File: config.mk
export PLATFORM = sky130hd
export DESIGN_NAME = dac_ch_scheduler
export DESIGN_NICKNAME = d
export VERILOG_FILES = /design/src/rtl/dac_ch_scheduler_pkg.sv /design/src/rtl/dac_ch_scheduler_arb.sv /design/src/rtl/dac_ch_scheduler.sv
export SDC_FILE = /design/constraint.sdc
export NUM_CORES = 1
export LEC_CHECK = 0
export ABC_AREA = 1
export CAP_MARGIN = 40
export CORE_ASPECT_RATIO = 2
export CORE_UTILIZATION = 46
export DETAILED_ROUTE_END_ITERATION = 10
export PLACE_DENSITY = 0.79
export SETUP_SLACK_MARGIN = 0.2
export SKIP_LAST_GASP = 1
export SLEW_MARGIN = 15
export SYNTH_ARGS = -nofsm -noshare
export SYNTH_HDL_FRONTEND = slang
export SYNTH_HIERARCHICAL = 1
export SYNTH_SLANG_ARGS = --single-unit
File: constraint.sdc
create_clock -name clk_i -period 2 [get_ports clk_i]
set_input_delay 0.4 -clock clk_i [delete_from_list [all_inputs] [get_ports clk_i]]
set_output_delay 0.4 -clock clk_i [all_outputs]
set_load 0.05 [all_outputs]
File: src/rtl/dac_ch_scheduler_pkg.sv
// dac_ch_scheduler_pkg: scheduler state encoding, DAC command codes and frame width helper
package dac_ch_scheduler_pkg;
   typedef enum logic [2:0] {IDLE, START, WAIT, DONE, ERR, GAP} state_t;
   localparam logic [3:0] DAC_CMD_NOP   = 4'b0000;
   localparam logic [3:0] DAC_CMD_WRUPD = 4'b0011;
   function automatic int frame_w(input int cmd_w, input int addr_w, input int data_w);
      return cmd_w + addr_w + data_w;
   endfunction
endpackage

File: src/rtl/dac_ch_scheduler_arb.sv
// rr_arbiter: combinational round-robin pick of the first request at or after ptr
module rr_arbiter #(
   parameter int N_CH  = 4,
   parameter int IDX_W = $clog2(N_CH)
) (
   input  logic [N_CH-1:0]  req,
   input  logic [IDX_W-1:0] ptr,
   output logic [N_CH-1:0]  gnt,
   output logic [IDX_W-1:0] idx,
   output logic             vld
);
   logic [IDX_W:0] k;
   always_comb begin
      idx = '0;
      vld = 1'b0;
      k   = '0;
      // scan from the far end so the request nearest ptr is written last and wins
      for (int i = N_CH - 1; i >= 0; i--) begin
         k = {1'b0, ptr} + (IDX_W + 1)'(i);
         k = (k >= (IDX_W + 1)'(N_CH)) ? k - (IDX_W + 1)'(N_CH) : k;
         if (req[k[IDX_W-1:0]]) begin
            idx = k[IDX_W-1:0];
            vld = 1'b1;
         end
      end
      gnt = vld ? (N_CH'(1) << idx) : '0;
   end
endmodule

File: src/rtl/dac_ch_scheduler.sv
// dac_ch_scheduler: round-robin sharing of one SPI DAC write engine among N_CH setpoint requesters
module dac_ch_scheduler
   import dac_ch_scheduler_pkg::*;
#(
   parameter int               N_CH      = 4,
   parameter int               DATA_W    = 16,
   parameter int               ADDR_W    = 4,
   parameter int               CMD_W     = 4,
   parameter logic [CMD_W-1:0] CMD_WRUPD = CMD_W'(DAC_CMD_WRUPD),
   parameter int               TIMEOUT   = 4096,
   parameter int               GAP_CYC   = 4
) (
   input  logic                                      clk_i,
   input  logic                                      rst_i,
   input  logic [N_CH-1:0]                           req_i,
   input  logic [N_CH*DATA_W-1:0]                    data_i,
   input  logic                                      err_clr_i,
   output logic [N_CH-1:0]                           ack_o,
   output logic                                      busy_o,
   output logic                                      err_o,
   output logic                                      spi_start_o,
   output logic [frame_w(CMD_W, ADDR_W, DATA_W)-1:0] spi_word_o,
   input  logic                                      spi_eow_i
);
   localparam int IDX_W = $clog2(N_CH);
   localparam int TMO_W = $clog2(TIMEOUT + 1);
   localparam int GAP_W = $clog2(GAP_CYC + 2);
   localparam logic [GAP_W-1:0] GAP_LD = GAP_W'(GAP_CYC == 0 ? 0 : GAP_CYC - 1);
   state_t state, state_nx;
   logic [IDX_W-1:0] rr_ptr, gnt, arb_idx;
   logic [N_CH-1:0]  gnt_oh, arb_oh;
   logic             arb_vld;
   logic [TMO_W-1:0] tmo;
   logic [GAP_W-1:0] gap_cnt;
   rr_arbiter #(.N_CH(N_CH), .IDX_W(IDX_W)) u_arb (
      .req(req_i), .ptr(rr_ptr), .gnt(arb_oh), .idx(arb_idx), .vld(arb_vld)
   );
   always_ff @(posedge clk_i or negedge rst_i)
      if (!rst_i) state <= IDLE;
      else state <= state_nx;
   // eow is checked before the timeout so a same-cycle tie completes the frame
   always_comb begin
      state_nx = state;
      case (state)
         IDLE:      state_nx = arb_vld ? START : IDLE;
         START:     state_nx = WAIT;
         WAIT:      state_nx = spi_eow_i ? DONE : (tmo == '0) ? ERR : WAIT;
         DONE, ERR: state_nx = GAP;
         GAP:       state_nx = (gap_cnt == '0) ? IDLE : GAP;
         default:   state_nx = IDLE;
      endcase
   end
   always_ff @(posedge clk_i or negedge rst_i)
      if (!rst_i) begin
         rr_ptr     <= '0;
         gnt        <= '0;
         gnt_oh     <= '0;
         spi_word_o <= '0;
         tmo        <= '0;
         gap_cnt    <= '0;
         err_o      <= 1'b0;
      end else begin
         if (state == IDLE && arb_vld) begin
            gnt        <= arb_idx;
            gnt_oh     <= arb_oh;
            spi_word_o <= {CMD_WRUPD, ADDR_W'(arb_idx), data_i[arb_idx*DATA_W +: DATA_W]};
         end
         if (state == START) tmo <= TMO_W'(TIMEOUT - 1);
         else if (state == WAIT && tmo != '0) tmo <= tmo - 1'b1;
         if (state == DONE || state == ERR) begin
            rr_ptr  <= (gnt == IDX_W'(N_CH - 1)) ? '0 : gnt + 1'b1;
            gap_cnt <= GAP_LD;
         end else if (state == GAP && gap_cnt != '0) gap_cnt <= gap_cnt - 1'b1;
         if (state == ERR) err_o <= 1'b1;
         else if (err_clr_i) err_o <= 1'b0;
      end
   assign spi_start_o = (state == START);
   assign busy_o      = (state != IDLE);
   assign ack_o       = (state == DONE) ? gnt_oh : '0;
endmodule

==> out/metrics.cfg, run 1 <==
[run_status]
status = finished with violations
violations = negative setup slack

[die]
coreArea_sq_um = 6310
ios = 103
die_area_sq_um = 6850
die_h_um = 116
rows = 41
fp.dieW_um = 59.0
start_util_pct = 47.4

[global_route]
track_usage_pct = 25.5
grt_pass1_wl_mm = 13.4
gr-usage-met2_pct = 47.0
grt_use_met3_pct = 4.13
grt_use_met1_pct = 26.6
antenna_found_initial = 0
grt_max_degree = 33
grt_pass1_vias = 3219
grt-ovfl-total = 0
grt_most_used_layer = met2

[sta]
rsz0062_at_grt = true
finalHoldViolCount = 0
fin_crit_ps = 2040
post-route-period-util_pct = 102
max_clock_freq_mhz = 490
fin_ws_ps = -40.9
fin_skew_ps = 7.52
setup_viol = 9
slew_headroom_pct = 63.4
tightest_slew_ps = 552
whs_ps = 85.9
report.final.slew_viol_count = 0

[placed_design]
dpl-instance-area_sq_um = 4220
place_ws_ps = -384
dp_hpwl_mm = 6.13
portBuffers = 98
gp_congestion = 0.956

[cts]
h-tree-depth = 2
insertion_delay_ps = 290
ctsRootBufferMaster = clkbuf_16
cts.reportedPaths.clkPinSlew_ps = 70
clockBufferDepth = 2
cts_hold_buf = 0
tritoncts = built
numCtsBuffers = 5
numClockSinks = 45

[drt]
finalWirelength_mm = 8.90
wl_per_cell_um = 13.5
drt_iter0_drc = 180
dr_total_vias = 3388
route.detailed.drc = 0
dr.pass1.iters = 4
ant_nets = 0
post_drt_via_cell_ratio = 5.13

[yosys]
synth-compound-area-share_pct = 11.1
synth.largest_area_cell = dfrtp_1
ys_seq_elements = 45
synth_top_family_by_area = simple AND/OR/NAND/NOR gates
synthDistinctLibCells = 33
ys.flop_type = dfrtp_1
yosysTopAreaCellShare_pct = 37.6
synth-xor-area-share_pct = 0.293
yosysSeqAreaShare_pct = 37.6
avgSynthCellArea_sq_um = 6.62
ys_warn_count = 6
synth-simple-area-share_pct = 39.9
syn-instance-count = 452
synth.area.top_cells = dfrtp_1 38%, nand2_1 17%, nor2_1 9.3%
synth_mux_area_share_pct = 0
async_flop_share_pct = 100
syn_area_sq_um = 2990
synth_fa_ha_area_share_pct = 1.67
synth-edff-count = 0

[pwr]
power_uw = 9570
vdd_drop_max_uv = 1410
power_density_nw_per_um2 = 1990
seqPwrFrac_pct = 17.7
power.share.clock_pct = 8.5
pwr-share-comb_pct = 73.8
switching_share_pct = 50.6
p_sw_uw = 4840
cellLeakagePower_uw = 0.00230
internal_power_uw = 4730

[layout]
final_nets = 650
antennaDiodeCount = 0
drive_gt1_share_pct = 23.8
syn_to_final_growth_pct = 60.7
design_area_sq_um = 4810

[critical_path]
crit_start = rr_ptr[0]
critPathMaxFanout = 8
timing.rr.start = rr_ptr[0]
startpoint_type = flop
cp.arrival_ps = 2220
end_kind = flop
crit_type = flop to flop
r2r_cells = 16
cp.required_ps = 2180

[run]
cap_viol_max_count = 0

[worst_hold_path]
hold_path_class = primary input to asynchronous set/reset pin

==> final cells by class <==
class | instances | area (sq um)
Fill cell | 505 | 1500
Clock buffer | 5 | 125
Multi-Input combinational cell | 348 | 1840
Sequential cell | 45 | 1130
Inverter | 40 | 163
Clock inverter | 3 | 17.5
Tap cell | 86 | 108
Timing Repair Buffer | 134 | 1430
==> worst max-delay path, cell delays in order, from the launching register on <==
cell,delay (ps)
dfrtp_2,470
clkinv_4,140
nand2_2,90
nand2_2,70
nand2_2,100
nand2_4,70
nor2_1,110
nor2_1,70
nand2_2,120
nand2_8,110
clkbuf_16,180
nor2_1,100
nor2_1,50
o21ai_1,70
o21ai_1,80
nand2_1,60
nand2_1,50
==> layer usage <==
metal / vias to the layer above / routed length [um] / part of all wire [%]
li1: 1671 / - / -
met1: 1568 / 3090 / 35
met2: 122 / 5140 / 58
met3: 27 / 349 / 3.9
met4: 0 / 318 / 3.6
met5: - / 0 / 0
==> state kept, by name (all words and copies together) (netlist names) <==
signal and flops:
gnt_oh 4, gnt 1, state 3, gap_cnt 3, rr_ptr 2, spi_word_o 18
err_o 1, tmo 13
==> metrics by stage <==
stage	utilization (%)	TNS, ps	cells
after global routing	76.2	-1820	661
final	76.2	-173	661
after global placement	66.9	-3500	637
after CTS	70.8	0	650
after floorplan	-	0	455
after detailed placement	66.9	-4980	637
==> final timing paths <==
kind	end	slack (ps)
setup reg to reg	spi_word_o[8]	-40
max in group asynchronous	rr_ptr[1]	1310
setup / recovery	spi_word_o[8]	-40
hold reg to reg	spi_word_o[6]	470
hold / removal	tmo[11]	90
min in group clk_i	spi_word_o[6]	470
==> cells by family (layout without fill, tap and decap cells) <==
family,Yosys count,after routing
adder cells (fa/ha/maj),4,4
AND/OR/NAND/NOR,274,274
other,1,4
flip-flops,45,45
buffers and inverters,62,182
XOR/XNOR,1,1
AO/OA/AOI/OAI,65,65
==> cells in the mapped netlist (3+ instances only) <==
cell / n
a21oi_1: 3
buf_2: 6
buf_4: 5
clkbuf_1: 7
dfrtp_1: 45
ha_1: 4
inv_1: 30
inv_2: 9
nand2_1: 135
nand2_2: 13
nand3_1: 36
nand3b_1: 3
nor2_1: 74
o21ai_0: 41
o21ai_1: 18
==> power groups by stage <==
| stage | Clock [uW] | Sequential, uW | Combinational [uW] |
|---|---|---|---|
| floorplan | 0 | 2260 | 3230 |
| global placement | 0 | 1690 | 5460 |
| detailed placement | 0 | 1710 | 5610 |
| CTS | 834 | 1690 | 5850 |
| global route | 864 | 1750 | 7680 |
| finish | 813 | 1690 | 7060 |
==> layout by cell type, fill, tap and decap left out, types with 17 or more instances in the layout <==
master and count:
nand3_1 32, dlygate4sd2_1 25, o21ai_0 21, nand2_1 125, o21ai_1 31, buf_4 23, inv_1 27, clkdlybuf4s50_1 66
nand2_2 17, nor2_1 52, nor2_2 19, dfrtp_1 41
==> repair_timing <==
action,4_1_cts,5_1_grt
buffers inserted,5,6
pin swaps,9,17
cloned,0,5
gates resized for setup,73,51
setup endpoints to repair,47,35
(Power assumes the default switching activity.)
==> run 2: changes to the inputs <==
==> constraint.sdc (replaced) <==
create_clock -name clk_i -period 2.2 [get_ports clk_i]
set_input_delay 0.44 -clock clk_i [delete_from_list [all_inputs] [get_ports clk_i]]
set_output_delay 0.44 -clock clk_i [all_outputs]
set_load 0.05 [all_outputs]
==> out/metrics.cfg, run 2 (synthesis gave the netlist of run 1 again) <==
[run_status]
status = finished clean

[sta]
whs_ps = 220
rsz0062_at_grt = true
fin_skew_ps = 4.70
fin_ws_ps = 128
tightest_slew_ps = 580
slew_headroom_pct = 61.4
fin_crit_ps = 2070
report.final.slew_viol_count = 0
finalHoldViolCount = 0
post-route-period-util_pct = 94.2
max_clock_freq_mhz = 483
setup_viol = 0

[critical_path]
startpoint_type = flop
worst_path_max_delay_cell = dfrtp_2
critPathMaxFanout = 8
reg2reg_to = spi_word_o[15]
end_kind = flop
cp_cell_sequence = inv_2 > nand2_1 > nand2_2 > nand2_2 > nand2_2 > inv_2 > nand2_1 > nand2_1 > nand2_2 > nand2_4 > buf_12 > clkbuf_16 > o21ai_1 > o21ai_1 > nand2_1 > nand2_1
timing.rr.start = rr_ptr[1]
crit_type = flop to flop
crit_start = rr_ptr[1]
r2r_cells = 16
crit_top_cell = nand2_1
cp.arrival_ps = 2250
setup.worst_path.end = spi_word_o[15]
cpPeakStageDelay_ps = 440
reg2reg_setup_slack_ps = 130
cp.required_ps = 2380

[die]
ios = 103
rows = 41
die_area_sq_um = 6850
die_h_um = 116
start_util_pct = 47.4
coreArea_sq_um = 6310
fp.dieW_um = 59.0

[drt]
dr.pass1.iters = 4
finalWirelength_mm = 8.72
wl_per_cell_um = 13.4
post_drt_via_cell_ratio = 5.18
ant_nets = 0
drt_iter0_drc = 165
route.detailed.drc = 0
dr_total_vias = 3371

[placed_design]
place_inst = 627
dp_hpwl_mm = 5.54
portBuffers = 98
gp_congestion = 0.871
place_ws_ps = -165
dpl-instance-area_sq_um = 4110

[pwr]
power.share.clock_pct = 9.3
seqPwrFrac_pct = 18.2
vdd_drop_max_uv = 1410
cellLeakagePower_uw = 0.00225
power_density_nw_per_um2 = 1820
internal_power_uw = 4210
p_sw_uw = 4300
pwr-share-comb_pct = 72.4
switching_share_pct = 50.6

[cts]
insertion_delay_ps = 290
tritoncts = built
h-tree-depth = 2
numCtsBuffers = 5
numClockSinks = 45
ctsRootBufferMaster = clkbuf_16
cts.reportedPaths.clkPinSlew_ps = 60
clockBufferDepth = 2

[worst_hold_path]
hold_path_class = primary input to asynchronous set/reset pin

[layout]
syn_to_final_growth_pct = 56.1
antennaDiodeCount = 0
finalCoreUtilization_pct = 74.0
final_cell_mix = 126 x nand2_1, 86 x clkdlybuf4s50_1, 63 x nor2_1
fin_cells = 651
largest_register = spi_word_o
drive_gt1_share_pct = 19.8
fillers = 477
design_area_sq_um = 4670
final_common_cell = nand2_1
reg_top3 = spi_word_o (18), tmo (13), gnt_oh (4)
final_nets = 640
largest_reg_flops = 18

[global_route]
gr-usage-met2_pct = 47.0
grt_pass1_wl_mm = 12.3
grt_pass1_vias = 2983
grt_most_used_layer = met2
antenna_found_initial = 0
grt-ovfl-total = 0
grt_use_met1_pct = 21.8
grt_max_degree = 46
track_usage_pct = 23.3
grt_use_met3_pct = 5.47

[run]
cap_viol_max_count = 0

-- run 2: layout make-up --
cell class | count | area [sq um] | area share [%]
multi-input combinational | 348 | 1770 | 37.9
timing repair buffer | 124 | 1350 | 28.8
sequential | 45 | 1130 | 24.2
inverter | 40 | 163 | 3.48
clock buffer | 7 | 153 | 3.27
tap | 86 | 108 | 2.30
clock inverter | 1 | 5.00 | 0.107
-- run 2: repair_timing --
action,4_1_cts,5_1_grt
setup buffers,1,11
resized for setup,28,69
hold buffers,0,0
gates cloned,1,3
pin swaps,1,31
endpoints found under the setup margin,20,25
-- run 2: power by group through the flow --
stage	Sequential [uW]	Combinational [uW]	Clock, uW
finish	1550	6160	795
global route	1590	6670	833
CTS	1560	5090	799
global placement	1540	4660	0
floorplan	2050	2900	0
detailed placement	1550	4770	0
-- run 2: how the worst min path moves through the flow --
stage / startpoint / endpoint / slack, ps
6_report: rst_i / gap_cnt[2] / 220
4_1_cts: rst_i / gap_cnt[2] / 250
5_1_grt: rst_i / gap_cnt[2] / 280
3_3_place_gp: spi_word_o[1] / spi_word_o[1] / 460
2_1_floorplan: rst_i / err_o / 140
3_5_place_dp: spi_word_o[15] / spi_word_o[15] / 460
-- run 2: per-stage QoR --
step                power, uW  setup TNS [ps]
floorplan                4940               0
global placement         6200            -874
detailed placement       6330           -1990
CTS                      7440               0
global route             9090           -16.7
finish                   8510               0
-- run 2: routing by layer --
metal | routed length [um] | part of all wire, %
met5 | 0 | 0
met4 | 362 | 4.2
met2 | 4890 | 56
met3 | 533 | 6.1
met1 | 2940 | 34
-- run 2: critical path: cells and delay by family (launching register included) --
kind | cells | cell delay, ps
DFF | 1 | 440
AOI/OAI and AO/OA | 2 | 220
buffers and inverters | 4 | 480
and+or+nand+nor | 10 | 810
==> run 3: changes to the inputs <==
--- a/config.mk
+++ b/config.mk
@@ -8,9 +8,9 @@
 export ABC_AREA = 1
 export CAP_MARGIN = 40
 export CORE_ASPECT_RATIO = 2
-export CORE_UTILIZATION = 46
+export CORE_UTILIZATION = 32
 export DETAILED_ROUTE_END_ITERATION = 10
-export PLACE_DENSITY = 0.79
+export PLACE_DENSITY = 0.58
 export SETUP_SLACK_MARGIN = 0.2
 export SKIP_LAST_GASP = 1
 export SLEW_MARGIN = 15
==> out/metrics.cfg, run 3 (synthesis gave the netlist of run 1 again) <==
[run_status]
status = finished clean

[global_route]
grt-ovfl-total = 0
grt_pass1_wl_mm = 15.3
antenna_found_initial = 0
track_usage_pct = 19.4
grt_max_degree = 34
grt_pass1_vias = 3367

[critical_path]
cp.arrival_ps = 2260
reg2reg_to = spi_word_o[4]
reg2reg_setup_slack_ps = 120
timing.rr.start = rr_ptr[0]
crit_start = rr_ptr[0]
cp.required_ps = 2380
r2r_cells = 17
startpoint_type = flop
crit_type = flop to flop
critPathMaxFanout = 7
end_kind = flop

[cts]
cts.reportedPaths.clkPinSlew_ps = 60
ctsRootBufferMaster = clkbuf_16
clockBufferDepth = 2
tritoncts = built
numCtsBuffers = 5
insertion_delay_ps = 280
cts_hold_buf = 0
numClockSinks = 45
h-tree-depth = 2

[pwr]
cellLeakagePower_uw = 0.00227
vdd_drop_max_uv = 836
power_density_nw_per_um2 = 1810

[sta]
post-route-period-util_pct = 94.4
report.final.slew_viol_count = 0
fin_crit_ps = 2080
fin_ws_ps = 123
tightest_slew_ps = 737
setup_viol = 0
rsz0062_at_grt = true
finalHoldViolCount = 0
fin_skew_ps = 3.66
max_clock_freq_mhz = 481
slew_headroom_pct = 50.9

[layout]
largest_reg_flops = 18
antennaDiodeCount = 0
reg_top3 = spi_word_o (18), tmo (13), gnt_oh (4)
fin_cells = 679
final_nets = 652
syn_to_final_growth_pct = 59.5
drive_gt1_share_pct = 21.7
final_common_cell = nand2_1
finalCoreUtilization_pct = 53.0
largest_register = spi_word_o
final_cell_mix = 122 x nand2_1, 86 x clkdlybuf4s50_1, 63 x nor2_1

[placed_design]
portBuffers = 98
gp_congestion = 0.866
place_ws_ps = -223
dp_hpwl_mm = 7.07
place_inst = 655

[run]
cap_viol_max_count = 0

[drt]
drt_iter0_drc = 106
dr.pass1.iters = 4
ant_nets = 0
route.detailed.drc = 0
post_drt_via_cell_ratio = 4.82
finalWirelength_mm = 9.11
dr_total_vias = 3275
wl_per_cell_um = 13.4

[die]
start_util_pct = 33.2
fp.dieW_um = 70.4
ios = 103
rows = 49
die_h_um = 139
die_area_sq_um = 9770
coreArea_sq_um = 9010

[worst_hold_path]
hold_path_class = primary input to asynchronous set/reset pin

## run 3: changes by cell type in the layout (fill, tap and decap cells not counted), sizes merged
cell | before | now
buf | 30 | 44
dlygate4sd2 | 0 | 4
clkbuf | 10 | 8
dlymetal6s2s | 5 | 1
## run 3: worst max-delay path by stage
stage / depth (start not counted) / end / slack (ps)
2_1_floorplan: 17 / spi_word_o[13] / 340
3_3_place_gp: 17 / spi_word_o[0] / -180
3_5_place_dp: 17 / spi_word_o[9] / -220
4_1_cts: 15 / spi_word_o[0] / 180
5_1_grt: 17 / spi_word_o[4] / 0.7
6_report: 17 / spi_word_o[4] / 120
## run 3: final cells by class
| type | instances | area, sq um |
|---|---|---|
| fillers | 877 | 4240 |
| multi-input cells | 348 | 1760 |
| repair buffers | 136 | 1440 |
| flip-flops and latches | 45 | 1130 |
| inverters | 40 | 163 |
| clock buffers | 7 | 153 |
| well taps | 102 | 128 |
| clock inverters | 1 | 5.00 |
## run 3: worst max-delay path, cell delays in order (launching register included)
cell and delay, ps:
dfrtp_2 470, clkinv_4 140, nand2_2 90, nand2_2 70, nand2_2 110, nand2_4 70, nor2_1 100, nor2_1 60
nand2_2 120, nand2_8 110, buf_12 150, buf_16 130, nor2_4 60, nor2_1 40, o21ai_1 60, o21ai_1 80
nand2_1 60, nand2_1 40
## run 3: routing by layer
metal	routed length [um]	share of wire (%)	track usage, %
met4	202	2.2	6.53
met2	5410	59	39.1
met5	0	0	0
met3	316	3.5	2.69
met1	3180	35	19.2
## run 3: report_power, final
group          internal (uW)  switching (uW)  total (uW)  leakage (uW)
registers               1220             329        1550      0.000546
logic                   2710            3580        6280       0.00164
clock network            481             306         787     0.0000799
## run 3: what timing repair did
item | 4_1_cts | 5_1_grt
pin swaps | 15 | 22
hold endpoints to repair | 0 | 0
gates resized for setup | 45 | 49
setup buffers | 7 | 6
endpoints found under the setup margin | 21 | 26
gates cloned | 2 | 1
## run 3: stage by stage
| stage | total power (uW) | hold slack (ps) | TNS, ps | area [sq um] |
|---|---|---|---|---|
| 3_3_place_gp | 6590 | 465 | -2110 | 4220 |
| 5_1_grt | 9420 | 296 | 0 | 4770 |
| 2_1_floorplan | 4940 | 144 | 0 | 3000 |
| 6_report | 8620 | 209 | 0 | 4770 |
| 4_1_cts | 8210 | 248 | 0 | 4580 |
| 3_5_place_dp | 6680 | 469 | -2770 | 4220 |
